[config.mk]
export PLATFORM = sky130hd
export DESIGN_NAME = bin2bcd_seq
export DESIGN_NICKNAME = d
export VERILOG_FILES = /design/src/rtl/bin2bcd_seq.sv
export SDC_FILE = /design/constraint.sdc
export NUM_CORES = 1
export LEC_CHECK = 0
export ABC_AREA = 0
export BUFFER_PORTS_ARGS = -buffer_cell sky130_fd_sc_hd__buf_2
export CORE_UTILIZATION = 24
export DETAILED_ROUTE_END_ITERATION = 16
export PLACE_DENSITY = 0.48
export SLEW_MARGIN = 20
export SYNTH_ARGS = -nofsm -noshare
export SYNTH_HDL_FRONTEND = slang
export SYNTH_SLANG_ARGS = --single-unit
[constraint.sdc]
create_clock -name clk -period 1.4 [get_ports clk]
set_input_delay 0.42 -clock clk [delete_from_list [all_inputs] [get_ports clk]]
set_output_delay 0.42 -clock clk [all_outputs]
set_load 0.01 [all_outputs]
[src/rtl/bin2bcd_seq.sv]
// Sequential binary-to-BCD converter using iterative shift-add-3 (double dabble).
// Latency: WIDTH cycles from accepted start to done; bcd/blank update with done.
// Backpressure: none; start is only sampled in IDLE, ignored while busy, never queued.
// Optional feature: define BIN2BCD_BLANK_EN to register per-digit leading-zero blank flags.
module bin2bcd_seq #(
  parameter int WIDTH  = 16,
  parameter int DIGITS = 5
) (
  input  logic                  clk,
  input  logic                  rst,
  input  logic                  start,
  input  logic [WIDTH-1:0]      bin,
  output logic                  busy,
  output logic                  done,
  output logic [4*DIGITS-1:0]   bcd,
  output logic [DIGITS-1:0]     blank
);

  localparam int CW = $clog2(WIDTH + 1);

  typedef enum logic {
    IDLE  = 1'b0,
    SHIFT = 1'b1
  } state_t;

  state_t                    state;
  logic [WIDTH-1:0]          shreg;
  logic [4*DIGITS-1:0]       scratch;
  logic [CW-1:0]             cnt;

  logic [4*DIGITS-1:0]       adj;
  logic [4*DIGITS+WIDTH-1:0] shifted;
  logic [4*DIGITS-1:0]       nxt_scratch;
  logic [WIDTH-1:0]          nxt_shreg;
  logic                      last_shift;

  // Pre-shift correction: any digit >= 5 would exceed 9 after doubling, so bias it by 3.
  always_comb begin
    adj = scratch;
    for (int i = 0; i < DIGITS; i++) begin
      if (scratch[4*i +: 4] >= 4'd5) begin
        adj[4*i +: 4] = scratch[4*i +: 4] + 4'd3;
      end
    end
  end

  // The binary MSB walks into the BCD units digit as the pair shifts left.
  assign shifted     = {adj, shreg} << 1;
  assign nxt_scratch = shifted[4*DIGITS+WIDTH-1:WIDTH];
  assign nxt_shreg   = shifted[WIDTH-1:0];
  assign last_shift  = (state == SHIFT) && (cnt == CW'(1));

  // Conversion FSM: capture in IDLE, WIDTH shift cycles, publish result on the final one.
  always_ff @(posedge clk or negedge rst) begin
    if (!rst) begin
      state   <= IDLE;
      shreg   <= '0;
      scratch <= '0;
      cnt     <= '0;
      busy    <= 1'b0;
      done    <= 1'b0;
      bcd     <= '0;
    end else begin
      done <= 1'b0;
      case (state)
        IDLE: begin
          if (start) begin
            shreg   <= bin;
            scratch <= '0;
            cnt     <= CW'(WIDTH);
            busy    <= 1'b1;
            state   <= SHIFT;
          end
        end
        SHIFT: begin
          scratch <= nxt_scratch;
          shreg   <= nxt_shreg;
          cnt     <= cnt - CW'(1);
          if (cnt == CW'(1)) begin
            bcd   <= nxt_scratch;
            done  <= 1'b1;
            busy  <= 1'b0;
            state <= IDLE;
          end
        end
        default: state <= IDLE;
      endcase
    end
  end

`ifdef BIN2BCD_BLANK_EN
  logic [DIGITS-1:0] nxt_blank;
  logic [DIGITS-1:0] blank_q;
  logic              allz;

  // A digit blanks only if it and every digit above it are zero; units never blanks.
  always_comb begin
    nxt_blank = '0;
    allz      = 1'b1;
    for (int i = DIGITS - 1; i >= 1; i--) begin
      allz         = allz & (nxt_scratch[4*i +: 4] == 4'd0);
      nxt_blank[i] = allz;
    end
  end

  // Blank flags update in the same edge as bcd so the display never sees a mixed state.
  always_ff @(posedge clk or negedge rst) begin
    if (!rst) begin
      blank_q <= '0;
    end else if (last_shift) begin
      blank_q <= nxt_blank;
    end
  end

  assign blank = blank_q;
`else
  assign blank = '0;
`endif

endmodule

==> run metrics, run 1 <==
synthesized instance count 292; CTS Buf Count 9; antenna violations before repair 0; wirelength, routed 6870 um; first-pass GRT wire length 11400 um; pre-CTS WS -65.5 ps; Core Box Area 0.0128 mm2; WP data arrival 1680 ps; actual slew at the worst max-slew pin 507 ps; Setup-failing EPs final 1; cell breakdown of the critical path ha_4 -> nand2b_4 -> a21oi_4 -> mux2i_2 -> mux2_4; post-layout util 0.341; buffers and inverters on the worst path 0; Pwr per Cell Area 2330 mW/mm2; FF-to-FF Start scratch[12]; die area 0.0137 mm2; cell-internal power 0.00657 W; via count 2256; Max Root-Sink Buffers 2; max cap viols 0; iteration-0 DRC count of the detailed router 59; Slowest cell on crit path dfrtp_1; sequential share of power 0.327; layout cells sized above 1 0.395; Fmax 710 MHz; crit path launch scratch[12]; Post-DRT Antenna Nets 0; Cell Area, Synth 0.00319 mm2; Core Rows 41; Slew Limit Headroom 0.662; clk slew on worst S/H paths 60 ps; TritonCTS clock tree built; clk sinks 64; R2R cell count 5; Max H-tree Level 3; pin count of the biggest net entering global routing 73; VDD IR max 0.634 mV; r2r setup slk -8 ps; critical path peak fanout 3; Clock power frac 0.207; Detail Placement HPWL 4620 um; FF-to-FF End bcd[14]; Worst-Skew Late Latency 330 ps; Pleak 2.10 nW; synthesis warning total 0; CP Depth 5; outcome finished, violations left; Gate power share 0.466; post-route clock period utilization 1.01; GP Congestion 0.735; Pins Over Slew Limit 0; chip height 117 um; GRT Residual Overflow 0; Seq/Total Area, Yosys 0.503; vias in the first global route 2306; Netlist cell types 27; Setup crit start kind flip-flop; clock tree root driver cell clkbuf_16; die width 117 um; I/O Pins 46; vias per cell 4.19; Cells after DPL 518; area of the multi-input gates 0.00164 mm2; Worst path max stage delay 430 ps; Non-Filler Instances 539; Psw 0.00360 W; Area Overhead vs Synth 36.9%; final hold viol count 0; Port Buf Inserts 40; Starting Density 0.249; worst setup path category flip-flop to flip-flop; post-route setup slack -7.90 ps; Period minus WS final 1410 ps; Antenna Cells 0; Avg Cell Area, Syn 10.9 um2; Crit path required time 1670 ps; drt wl/cell 12.8 um; Storage cell area 0.00160 mm2; Switching Fraction 0.354; flop and latch count out of synthesis 64; crit-path leading delay family flip-flops; TritonRoute pass-1 iters 4; worst hold path class input pin to async pin; unrepaired setup endpoints after global routing true; Tot GR Track Use 0.112; failing checks negative setup slack; DRC Markers 0; Setup crit end bcd[14]; Worst Skew 5.76 ps; number of fill cells in the layout 1268; post-layout net count 393; kind of end point of the critical path flip-flop
-- cells by family after synthesis --
logic type               Yosys count  synth area share
flip-flops                        64             0.503
other                              1           0.00118
AND/OR/NAND/NOR                   72             0.117
AO/OA/AOI/OAI                     58             0.106
XOR/XNOR                           8            0.0220
adder cells (fa/ha/maj)           12            0.0471
buffers and inverters             35            0.0573
multiplexers                      42             0.146
-- final cells by class --
type | instances | share of cell area
multi-input combinational | 197 | 0.375
sequential | 64 | 0.367
timing repair buffer | 76 | 0.131
clock buffer | 13 | 0.0620
tap | 172 | 0.0493
inverter | 14 | 0.0120
clock inverter | 3 | 0.00344
-- cell usage in the layout (no fill, tap or decap), drive strengths merged, types with 10 or more instances in the layout --
cell type | netlist | routed
inv | 14 | 14
buf | 17 | 76
a21o | 10 | 10
mux2 | 11 | 11
clkbuf | 4 | 13
nor3b | 15 | 15
o21ai | 31 | 31
nand2 | 39 | 39
ha | 12 | 12
a21oi | 15 | 15
mux2i | 31 | 31
dfrtp | 64 | 64
-- worst register-to-register path, delay by kind of cell, from the launching register on --
kind / cells / cell delay, ps
DFF: 1 / 430
muxes: 2 / 420
adders and majority gates: 1 / 180
AOI/OAI and AO/OA: 1 / 180
and+or+nand+nor: 1 / 140
-- Yosys cell counts --
cell type	number	area [um2]
mux2_2	3	33.8
clkbuf_1	4	15.0
dfrtp_1	64	1600
xor2_1	3	26.3
nand4b_4	1	23.8
buf_2	10	50.1
mux2_4	8	120
nand2b_1	7	43.8
a21oi_1	10	50.1
nor3_1	6	30.0
xnor2_1	5	43.8
o21ai_0	26	130
conb_1	1	3.75
o21ai_1	5	25.0
mux2i_1	31	310
nand2_1	39	146
buf_12	1	20.0
buf_4	6	45.0
inv_1	13	48.8
o31ai_1	2	15.0
nor2_2	1	6.26
a21oi_2	5	43.8
nor2_1	3	11.3
inv_2	1	3.75
nor3b_1	15	113
ha_1	12	150
a21o_1	10	75.1
-- power by group through the flow --
stage               Sequential [W]  Combinational [W]  Clock, W
global placement           0.00323            0.00390         0
floorplan                  0.00325            0.00256         0
detailed placement         0.00326            0.00397         0
CTS                        0.00329            0.00431   0.00217
global route               0.00343            0.00527   0.00223
finish                     0.00332            0.00474   0.00211
-- flip-flops by register name, summed over array words and instances, names as in the netlist --
signal,flops
state,1
done,1
scratch,20
bcd,20
cnt,5
busy,1
shreg,16
-- layer usage --
metal	share of wire	GRT usage	up-vias
li1	-	-	1125
met1	0.46	0.137	1069
met2	0.47	0.180	50
met3	0.048	0.0391	12
met4	0.017	0.0456	0
met5	0	0	-
-- how the worst min path moves through the flow --
stage	to	depth (start not counted)	slack, ps	start
after floorplan	bcd[0]	0	120	rst
after global placement	scratch[2]	1	420	rst
after detailed placement	scratch[2]	1	420	rst
after CTS	bcd[2]	1	60	rst
after global routing	bcd[1]	1	80	rst
final	bcd[2]	1	60	rst
-- what timing repair did --
item                                    4_1_cts  5_1_grt
gates resized for setup                      20       29
endpoints found under the setup margin       15       23
setup buffers                                 2        3
hold buffers                                  0        0
gates cloned                                  0        0
pin swaps                                     6        9
-- metrics by stage --
step	hold WS, ps	total power [W]	setup TNS, ps	instance area [um2]
6_report	62.8	0.0102	-7.90	4360
3_3_place_gp	416	0.00714	-144	3820
4_1_cts	64.8	0.00978	-7.20	4220
2_1_floorplan	124	0.00582	0	3200
3_5_place_dp	418	0.00723	-405	3820
5_1_grt	84.2	0.0109	-842	4360
(Power assumes the default switching activity.)
==> run 2: changes to the inputs <==
--- a/config.mk
+++ b/config.mk
@@ -7,10 +7,13 @@
 export LEC_CHECK = 0
 export ABC_AREA = 0
 export BUFFER_PORTS_ARGS = -buffer_cell sky130_fd_sc_hd__buf_2
+export CELL_PAD_IN_SITES_DETAIL_PLACEMENT = 1
+export CELL_PAD_IN_SITES_GLOBAL_PLACEMENT = 2
 export CORE_UTILIZATION = 24
+export CTS_CLUSTER_DIAMETER = 200
 export DETAILED_ROUTE_END_ITERATION = 16
-export PLACE_DENSITY = 0.48
-export SLEW_MARGIN = 20
+export PLACE_DENSITY = 0.64
+export SLEW_MARGIN = 15
 export SYNTH_ARGS = -nofsm -noshare
 export SYNTH_HDL_FRONTEND = slang
 export SYNTH_SLANG_ARGS = --single-unit
==> run metrics, run 2 (synthesized netlist as in run 1, its figures left out) <==
Storage cell area 0.00160 mm2; wirelength, routed 7540 um; cell breakdown of the critical path inv_2 -> ha_2 -> nand2b_4 -> a21oi_4 -> mux2i_1 -> mux2_4; iteration-0 DRC count of the detailed router 93; Max Root-Sink Buffers 2; antenna violations before repair 0; drt wl/cell 13.9 um; Pwr per Cell Area 2330 mW/mm2; Worst Skew 5.43 ps; Crit path required time 1610 ps; chip height 117 um; Pins Over Slew Limit 0; Cells after DPL 521; I/O Pins 46; Max H-tree Level 3; worst setup path category flip-flop to flip-flop; GP Congestion 0.721; wl on met1 3360 um; clock tree root driver cell clkbuf_16; Period minus WS final 1410 ps; TritonRoute pass-1 iters 4; Antenna Cells 0; hold_buf cts 0; Setup-failing EPs final 4; VDD IR max 0.706 mV; die area 0.0137 mm2; worst hold path class input pin to async pin; pin count of the biggest net entering global routing 65; met2 wire length 3720 um; first-pass GRT wire length 12400 um; layout cells sized above 1 0.422; unrepaired setup endpoints after global routing true; placed cell area 0.00383 mm2; Core Box Area 0.0128 mm2; kind of end point of the critical path flip-flop; Core Rows 41; WP data arrival 1620 ps; Worst-Skew Late Latency 330 ps; final hold viol count 0; post-layout util 0.345; die width 117 um; GRT Residual Overflow 0; vias per cell 4.31; leading cell type in the layout, fill and taps excluded dfrtp_1; Port Buf Inserts 40; max cap viols 0; Largest regs bcd: 20 flops, scratch: 20 flops, shreg: 16 flops; Area Overhead vs Synth 38.1%; post-route clock period utilization 1.01; clk sinks 64; Starting Density 0.249; Pleak 2.12 nW; critical path peak fanout 3; Fmax 709 MHz; Setup crit start kind flip-flop; TritonCTS clock tree built; Detail Placement HPWL 4800 um; CTS Buf Count 9; vias in the first global route 2475; DRC Markers 0; number of fill cells in the layout 1424; final instance area 0.00440 mm2; via count 2347; r2r setup slk -10 ps; Post-DRT Antenna Nets 0; Non-Filler Instances 544; outcome finished, violations left; failing checks negative setup slack; top routing layer in use met4; TNS Setup -30.1 ps; Tot GR Track Use 0.123; post-layout net count 401; most frequent cells in the layout dfrtp_1, buf_2, nand2_1, buf_4, mux2i_1; area of the multi-input gates 0.00166 mm2; metal3 WL 346 um; clk slew on worst S/H paths 50 ps; Slowest cell on crit path dfrtp_1; post-route setup slack -9.69 ps; Worst path max stage delay 360 ps; hold_ws 110 ps
run 2: final timing paths:
path	endpoint	startpoint	depth (start not counted)
min in group clk	shreg[0]	bin[0]	3
worst min-delay path	bcd[15]	rst	2
worst max register to register	bcd[2]	scratch[1]	6
max in group asynchronous	state	rst	2
worst max-delay path	bcd[2]	scratch[1]	6
worst min register to register	bcd[13]	bcd[13]	2
run 2: per-layer routing:
metal	global-route usage	up-vias
met5	0	-
met2	0.203	43
met3	0.0489	11
li1	-	1138
met1	0.145	1155
met4	0.0456	0
run 2: through the flow:
stage | setup WS, ps | power [W]
2_1_floorplan | 0.977 | 0.00582
3_3_place_gp | -46.2 | 0.00713
3_5_place_dp | -89.0 | 0.00728
4_1_cts | -14.2 | 0.00995
5_1_grt | -91.6 | 0.0111
6_report | -9.69 | 0.0102
run 2: area by class of cell:
| class | instances | share of cell area |
|---|---|---|
| clock inverter | 2 | 0.00227 |
| clock buffer | 11 | 0.0529 |
| multi-input combinational | 197 | 0.377 |
| tap | 172 | 0.0489 |
| sequential | 64 | 0.365 |
| timing repair buffer | 84 | 0.142 |
| inverter | 14 | 0.0125 |
run 2: where the power goes:
part           internal, W  switching, W
registers          0.00266      0.000691
logic              0.00273       0.00225
clock network      0.00116      0.000761
total              0.00655       0.00370
run 2: timing repair:
| item | 4_1_cts | 5_1_grt |
|---|---|---|
| setup endpoints to repair | 17 | 26 |
| pin swaps | 7 | 5 |
| buffers inserted | 4 | 6 |
| resized for setup | 34 | 28 |
run 2: critical path, delay by kind of cell, from the launching register on:
family	cells	cell delay [ps]
buffers and inverters	1	70
adders and majority gates	1	160
and+or+nand+nor	1	150
AOI/OAI and AO/OA	1	170
DFF	1	360
muxes	2	380
